## src/rtl/instr_loader_pkg.sv

```systemverilog
// Shared instruction-memory constants and loader state encoding,
// also imported by the instruction memory.
package instr_loader_pkg;

   localparam int unsigned DEF_DATA_WIDTH = 32;
   localparam int unsigned DEF_BYTE_WIDTH = 8;
   localparam int unsigned DEF_MEM_DEPTH  = 32;
   localparam int unsigned DEF_SIZEOP     = 6;

   localparam logic [DEF_SIZEOP-1:0] HALT_OPCODE = 6'b111111;

   typedef enum logic [2:0] {
      ST_IDLE,
      ST_RECV,
      ST_WRITE,
      ST_DONE,
      ST_ERROR
   } state_t;

endpackage

```

## src/rtl/instr_loader_word_assembler.sv

```systemverilog
// Packs received bytes MSB-first into a word; word/word_valid present the
// completed word in the same cycle as the final byte strobe.
module word_assembler #(
   parameter int unsigned DATA_WIDTH = 32,
   parameter int unsigned BYTE_WIDTH = 8
) (
   input  logic                  clk,
   input  logic                  rst,
   input  logic                  clear,
   input  logic                  strobe,
   input  logic [BYTE_WIDTH-1:0] rx_byte,
   output logic [DATA_WIDTH-1:0] word,
   output logic                  word_valid
);

   localparam int unsigned BYTES = DATA_WIDTH / BYTE_WIDTH;
   localparam int unsigned CNT_W = (BYTES > 1) ? $clog2(BYTES) : 1;
   localparam logic [CNT_W-1:0] LAST = CNT_W'(BYTES - 1);

   // Only the earlier bytes are stored; the final byte is taken straight from the input.
   logic [DATA_WIDTH-BYTE_WIDTH-1:0] shift;
   logic [CNT_W-1:0]                 count;

   assign word       = {shift, rx_byte};
   assign word_valid = strobe && (count == LAST);

   always_ff @(posedge clk) begin
      if (rst || clear) begin
         shift <= '0;
         count <= '0;
      end else if (strobe) begin
         shift <= word[DATA_WIDTH-BYTE_WIDTH-1:0];
         count <= word_valid ? '0 : count + CNT_W'(1);
      end
   end

endmodule

```

## src/rtl/instr_loader.sv

```systemverilog
// Loads a program received byte-wise over UART into instruction memory,
// one registered write strobe per assembled word, until HALT or memory full.
module instr_loader
   import instr_loader_pkg::*;
#(
   parameter int unsigned DATA_WIDTH = DEF_DATA_WIDTH,
   parameter int unsigned BYTE_WIDTH = DEF_BYTE_WIDTH,
   parameter int unsigned MEM_DEPTH  = DEF_MEM_DEPTH,
   parameter int unsigned SIZEOP     = DEF_SIZEOP
) (
   input  logic                  i_clock,
   input  logic                  i_reset,
   input  logic                  i_start,
   input  logic [BYTE_WIDTH-1:0] i_rx_data,
   input  logic                  i_rx_done,
   output logic [DATA_WIDTH-1:0] o_instruccion,
   output logic [DATA_WIDTH-1:0] o_address,
   output logic                  o_loading,
   output logic                  o_busy,
   output logic                  o_done,
   output logic                  o_overflow
);

   localparam int unsigned ADDR_W = (MEM_DEPTH > 1) ? $clog2(MEM_DEPTH) : 1;
   localparam logic [ADDR_W-1:0] LAST_ADDR = ADDR_W'(MEM_DEPTH - 1);

   state_t state, state_next;

   logic [ADDR_W-1:0]     addr, addr_next;
   logic [DATA_WIDTH-1:0] instr_next;
   logic                  loading_next, busy_next, done_next, overflow_next;

   logic                  accept, clear, halt, at_last;
   logic [DATA_WIDTH-1:0] word;
   logic                  word_valid;

   assign halt    = (o_instruccion[DATA_WIDTH-1 -: SIZEOP] == SIZEOP'(HALT_OPCODE));
   assign at_last = (addr == LAST_ADDR);

   // Kept outside the FSM process: the assembler feeds word_valid back into it.
   assign accept = i_rx_done &&
                   ((state == ST_RECV) || ((state == ST_WRITE) && !halt && !at_last));
   assign clear  = i_start &&
                   ((state == ST_IDLE) || (state == ST_DONE) || (state == ST_ERROR));

   word_assembler #(
      .DATA_WIDTH (DATA_WIDTH),
      .BYTE_WIDTH (BYTE_WIDTH)
   ) u_asm (
      .clk        (i_clock),
      .rst        (i_reset),
      .clear      (clear),
      .strobe     (accept),
      .rx_byte    (i_rx_data),
      .word       (word),
      .word_valid (word_valid)
   );

   always_ff @(posedge i_clock) begin
      if (i_reset) state <= ST_IDLE;
      else         state <= state_next;
   end

   always_comb begin
      state_next    = state;
      addr_next     = addr;
      instr_next    = o_instruccion;
      loading_next  = 1'b0;
      done_next     = o_done;
      overflow_next = o_overflow;
      case (state)
         ST_IDLE, ST_DONE, ST_ERROR: begin
            if (i_start) begin
               state_next    = ST_RECV;
               addr_next     = '0;
               done_next     = 1'b0;
               overflow_next = 1'b0;
            end
         end
         ST_RECV: begin
            if (word_valid) begin
               state_next   = ST_WRITE;
               instr_next   = word;
               loading_next = 1'b1;
            end
         end
         ST_WRITE: begin
            if (halt) begin
               state_next = ST_DONE;
               done_next  = 1'b1;
            end else if (at_last) begin
               state_next    = ST_ERROR;
               overflow_next = 1'b1;
            end else begin
               state_next = ST_RECV;
               addr_next  = addr + ADDR_W'(1);
            end
         end
         default: state_next = ST_IDLE;
      endcase
      busy_next = (state_next == ST_RECV) || (state_next == ST_WRITE);
   end

   always_ff @(posedge i_clock) begin
      if (i_reset) begin
         addr          <= '0;
         o_instruccion <= '0;
         o_loading     <= 1'b0;
         o_busy        <= 1'b0;
         o_done        <= 1'b0;
         o_overflow    <= 1'b0;
      end else begin
         addr          <= addr_next;
         o_instruccion <= instr_next;
         o_loading     <= loading_next;
         o_busy        <= busy_next;
         o_done        <= done_next;
         o_overflow    <= overflow_next;
      end
   end

   assign o_address = {{(DATA_WIDTH-ADDR_W){1'b0}}, addr};

endmodule
```

## config.mk

```make
export PLATFORM = sky130hd
export DESIGN_NAME = instr_loader
export DESIGN_NICKNAME = d
export VERILOG_FILES = /design/src/rtl/instr_loader_pkg.sv /design/src/rtl/instr_loader_word_assembler.sv /design/src/rtl/instr_loader.sv
export SDC_FILE = /design/constraint.sdc
export NUM_CORES = 1
export LEC_CHECK = 0
export ABC_AREA = 1
export CORE_AREA = 3 3 87 89
export CTS_BUF_LIST = sky130_fd_sc_hd__clkbuf_16
export DETAILED_ROUTE_END_ITERATION = 8
export DIE_AREA = 0 0 90 92
export PLACE_DENSITY = 0.8
export RECOVER_POWER = 100
export SETUP_SLACK_MARGIN = 0.05
export SLEW_MARGIN = 20
export SYNTH_ARGS = -nofsm -noshare
export SYNTH_HDL_FRONTEND = slang
export SYNTH_SLANG_ARGS = --single-unit
```

## constraint.sdc

```tcl
create_clock -name i_clock -period 2.11 [get_ports i_clock]
set_input_delay 0.422 -clock i_clock [delete_from_list [all_inputs] [get_ports i_clock]]
set_output_delay 0.422 -clock i_clock [all_outputs]
set_load 0.01 [all_outputs]
```

; Word-level counts from Yosys, hierarchy flattened
; Index checks and enable logic that the tools add are counted.
[word_totals]
elab_cells = 63
reg_bits = 70
out_inout_bits = 68
inputBits = 12
[op_classes]
reduce_logical = 20
n_mux = 17
n_bitwise = 1
eq_ne = 14
addsub = 2
[ops]
columns = op, n
row1 = 5-bit two-way mux, 3
row2 = 3-bit two-way mux, 4
row3 = "2-bit != test, second input constant", 5
row4 = 5-bit one-hot mux with 2 select lines, 1
row5 = "3-bit by 2-bit == test with 1-bit output, second input constant", 3
row6 = 3-bit one-hot mux with 3 select lines, 1
row7 = 4-bit AND reduction, 2
row8 = "3-bit by 1-bit == test with 1-bit output, second input constant", 2
row9 = "6-bit == test, second input constant", 1
row10 = "5-bit by 1-bit adder with 5-bit output, second input constant", 1
row11 = "5-bit == test, second input constant", 1
row12 = 1-bit logical AND, 5
row13 = 1-bit logical OR, 5
row14 = 1-bit two-way mux, 5
row15 = 1-bit one-hot mux with 2 select lines, 2
row16 = "3-bit == test, second input constant", 1
row17 = 3-bit logical NOT, 1
row18 = 3-bit AND reduction, 1
row19 = 3-bit OR reduction, 1
row20 = "2-bit by 1-bit adder with 2-bit output, second input constant", 1
row21 = "2-bit == test, second input constant", 1
row22 = 1-bit logical NOT, 2
row23 = 2-bit two-way mux, 1
row24 = 2-bit AND reduction, 1
row25 = other kinds (3), 3

; Logic depth before layout (Yosys ltp)
[depth]
depth_word = 11
depth_mapped = 13
depth_no_buf = 12

; Modules after synthesis
; Synthesis repeated with hierarchy kept, for this count alone.
[unflattened]
hier_cells = 441
hier_area_um2 = 3220.6
[modules_own_cells]
columns = module, cells_per_inst, seq_area_each_um2, area_per_inst_um2, instances
row1 = instr_loader, 265, 880.8, 2047.0, 1
row2 = word_assembler, 176, 520.5, 1173.6, 1

; Least setup slack after synthesis
; OpenSTA, ideal clock, no wires.
[synth_path]
kind = reg2reg
from = reg addr[0]
to = reg o_instruccion[22]
stages_incl_launch_ff = 14
required_ps = 1994
period_less_slack_ps = 1809
setup_slack_ps = 301
setup_ps = 116
path_buffers = 1
t_arrival_ps = 1693
path_cell_list = dfxtp_1 -> ha_1 -> inv_1 -> nor3_1 -> ha_1 -> nor2_2 -> nand2_2 -> nand2_4 -> nand3_4 -> nor2_8 -> inv_4 -> buf_6 -> nor2_1 -> nor2_1
[synth_between]
elab_chain_cells = 7
[synth_rtl]
columns = item, line
row1 = from (decl), instr_loader.sv:29  ; logic [ADDR_W-1:0] addr, addr_next;
row2 = from (signal assigned), instr_loader.sv:113  ; addr <= addr_next;
row3 = 5-bit == test, instr_loader.sv:38  ; assign at_last = (addr == LAST_ADDR);
row4 = 1-bit logical NOT, instr_loader.sv:42  ; ((state == ST_RECV) || ((state == ST_WRITE) && !halt && !at_last));
row5 = 1-bit logical AND, instr_loader.sv:42
row6 = 1-bit logical OR, instr_loader.sv:42
row7 = 1-bit logical AND, instr_loader.sv:41  ; assign accept = i_rx_done &&
row8 = 1-bit logical AND, instr_loader_word_assembler.sv:25  ; assign word_valid = strobe && (count == LAST);
row9 = 2-bit AND reduction (no line), n/a
row10 = to (signal assigned), instr_loader.sv:114  ; o_instruccion <= instr_next;
row11 = to (decl), instr_loader.sv:16  ; output logic [DATA_WIDTH-1:0] o_instruccion,
; No other way between the ends.
; A chain may end at the register's enable or synchronous reset.

; Final worst setup path
[layout_path]
from = reg addr[0]
to = reg o_instruccion[19]
; Same word-level chain as after synthesis.

==> summary.md <==
| Metric | Value |
|---|---|
| Run status | `finished clean` |
| H-tree depth | `3` |
| Most common cell after layout, fill and taps aside | `nor2_1` |
| RSZ-0062 raised after global routing | `no` |
| Fin. Hold Viols | `0` |
| Cell Area, Synth | `2846 um2` |
| Drt wl/cell | `12.86 um` |
| Largest net degree at the start of global routing | `36` |
| Core Box Area | `6832 um2` |
| CTS max path bufs | `2` |
| CTS tree | `built` |
| Initial antenna violation count | `0` |
| Starting Density | `0.4167` |
| Period utilization | `0.9252` |
| Synth warnings | `0` |
| First-pass GRT wire length | `10310 um` |
| DPL Wire Length | `4146 um` |
| Mapped Cells | `355` |
| Gpl congestion | `0.7314` |
| Register area share after synthesis | `0.4923` |
| N_diodes | `0` |
| Vias in the first global route | `2228` |
| Share of cells above drive strength 1 | `0.1053` |
| Count of cell types in the netlist | `28` |
| # rows | `30` |
| Max-Cap Viols | `0` |
| Min cycle time layout | `1.952 ns` |
| Final slew viol count | `0` |
| Synth Register Bits | `70` |
| Skew final | `0.005754 ns` |
| Fmax | `512.2 MHz` |
| Buffers on Ports | `52` |
| Total Wirelength | `6608 um` |
| Boundary Pins | `80` |
| Iter 0 DRT Violations | `132` |
| Critical Path AT | `2.22 ns` |
| HP Class | `reg2reg` |
| Clock sinks | `70` |
| R2R Setup Slk | `0.16 ns` |
| CP max FO | `7` |
| Setup-failing EPs final | `0` |
| DIE WIDTH | `90 um` |
| Via count | `2402` |
| Worst skew pair latency | `0.33 ns` |
| Hold bufs inserted after CTS | `0` |
| PD cells | `799.1 nW/um2` |
| Full die area | `8280 um2` |
| Fin Setup TNS | `0 ns` |
| Sequential Power Share | `0.461` |
| Max IR drop VDD | `0.0004559 V` |
| Comb pwr share | `0.063` |
| Post-DRT Antenna Nets | `0` |
| Pre-Repair DR Iteration Count | `4` |
| Syn Area/Cell | `8.018 um2` |
| Global route total overflow | `0` |
| Crit Path Class | `reg2reg` |
| Layout Nets | `429` |
| Sw Ratio | `0.2232` |
| Setup crit start kind | `flop` |
| DRC viols | `0` |
| Clk root buf | `clkbuf_16` |
| Net Sw Power | `0.0006641 W` |
| Most frequent cells in the layout | `117 x nor2_1, 69 x dfxtp_1, 56 x o21ai_0, 46 x clkdlybuf4s50_1, 27 x conb_1` |
| Die height | `92 um` |
| P_int | `0.002311 W` |
| Final Non-Filler Cells | `514` |
| Clk pwr share | `0.476` |
| Overall routing resource usage | `0.1557` |
| Clock-pin slew of the registers on the worst-case setup and hold paths | `0.05 ns` |
| CTS buffer count | `9` |
| Placed cells | `492` |
| Leak | `1.627 nW` |
| Number of vias per cell | `4.673` |
| Area growth from synthesis to layout | `30.81%` |
| Setup crit end kind | `flop` |
| Worst EP required | `2.38 ns` |
| WHS | `0.4791 ns` |
worst max-delay path, stage by stage, from the launching register on:
cell and delay (ns):
dfxtp_2 0.34, ha_2 0.19, inv_2 0.06, nor3_2 0.04
ha_1 0.24, nor2_4 0.11, nand2_2 0.08, nand2_4 0.08
nand3_4 0.09, nor2_8 0.20, buf_4 0.16, clkbuf_16 0.13
o21ai_0 0.07, nor2_1 0.10
worst paths after layout:
check / cells past startpoint / start / end
worst min-delay path: 2 / o_overflow / o_overflow
worst max register to register: 13 / addr[0] / o_instruccion[19]
worst min register to register: 2 / o_overflow / o_overflow
worst max-delay path: 13 / addr[0] / o_instruccion[19]
through the flow:
stage	setup WS [ns]	power, W	instance area, um2	util
global placement	0.2678	0.001575	3323	0.4864
global route	0.02683	0.003082	3724	0.5451
floorplan	0.3008	0.001553	2944	-
detailed placement	0.1678	0.001581	3323	0.4864
finish	0.1578	0.002975	3724	0.5451
CTS	0.1179	0.002994	3602	0.5273
timing repair:
| action | 4_1_cts | 5_1_grt |
|---|---|---|
| gates resized for setup | 0 | 16 |
| endpoints found under the setup margin | 0 | 34 |
| buffers inserted | 0 | 5 |
kinds of logic after synthesis:
logic type / after synthesis / share of synthesized area
AOI/OAI and AO/OA: 77 / 0.1415
adders and majority gates: 3 / 0.01319
buffers and inverters: 59 / 0.1327
DFF: 70 / 0.4923
other: 1 / 0.001317
and+or+nand+nor: 145 / 0.2189
layer usage:
metal,vias up,global-route usage,share of wire
li1,1214,-,-
met1,1098,0.1814,0.42
met2,79,0.2564,0.49
met3,11,0.05989,0.064
met4,0,0.06505,0.020
met5,-,0,0
synthesized netlist by cell type:
cell / number / share of area
o21ai_1: 8 / 0.014
o31ai_1: 1 / 0.0026
nand2_1: 9 / 0.012
nor2_1: 116 / 0.15
inv_1: 13 / 0.017
a21oi_1: 8 / 0.014
nor2_8: 1 / 0.0070
nand3_1: 3 / 0.0053
nand2_2: 2 / 0.0044
dfxtp_1: 70 / 0.49
o21ai_0: 56 / 0.098
buf_6: 6 / 0.024
nor3_1: 4 / 0.0070
inv_2: 3 / 0.0040
a31oi_1: 1 / 0.0022
nand4_1: 1 / 0.0022
nand2_4: 1 / 0.0040
inv_4: 1 / 0.0022
nor2_2: 5 / 0.011
a21oi_2: 1 / 0.0031
clkbuf_1: 5 / 0.0066
o211a_1: 2 / 0.0070
nand3_2: 2 / 0.0070
buf_4: 29 / 0.076
conb_1: 1 / 0.0013
buf_1: 2 / 0.0026
nand3_4: 1 / 0.0062
ha_1: 3 / 0.013
power by group through the flow:
stage	registers, W	clock network [W]	logic, W
5_1_grt	0.00138	0.00150	0.000211
3_3_place_gp	0.00140	0	0.000177
2_1_floorplan	0.00140	0	0.000157
4_1_cts	0.00137	0.00144	0.000184
3_5_place_dp	0.00140	0	0.000181
6_report	0.00137	0.00142	0.000187
cell type report:
type | instances | area (um2)
Fill cell | 615 | 3108
Sequential cell | 70 | 1403
Multi-Input combinational cell | 252 | 1175
Timing Repair Buffer | 64 | 680.7
Clock buffer | 9 | 225.2
Tap cell | 96 | 120.1
Inverter | 17 | 66.31
Clock inverter | 6 | 53.80
sequential cells by signal (all words and copies together) (netlist names):
name,cells
o_done,1
addr,5
o_loading,1
state,3
u_asm.shift,24
u_asm.count,2
o_busy,1
o_instruccion,32
o_overflow,1
Power figures use the tool's default switching activity.
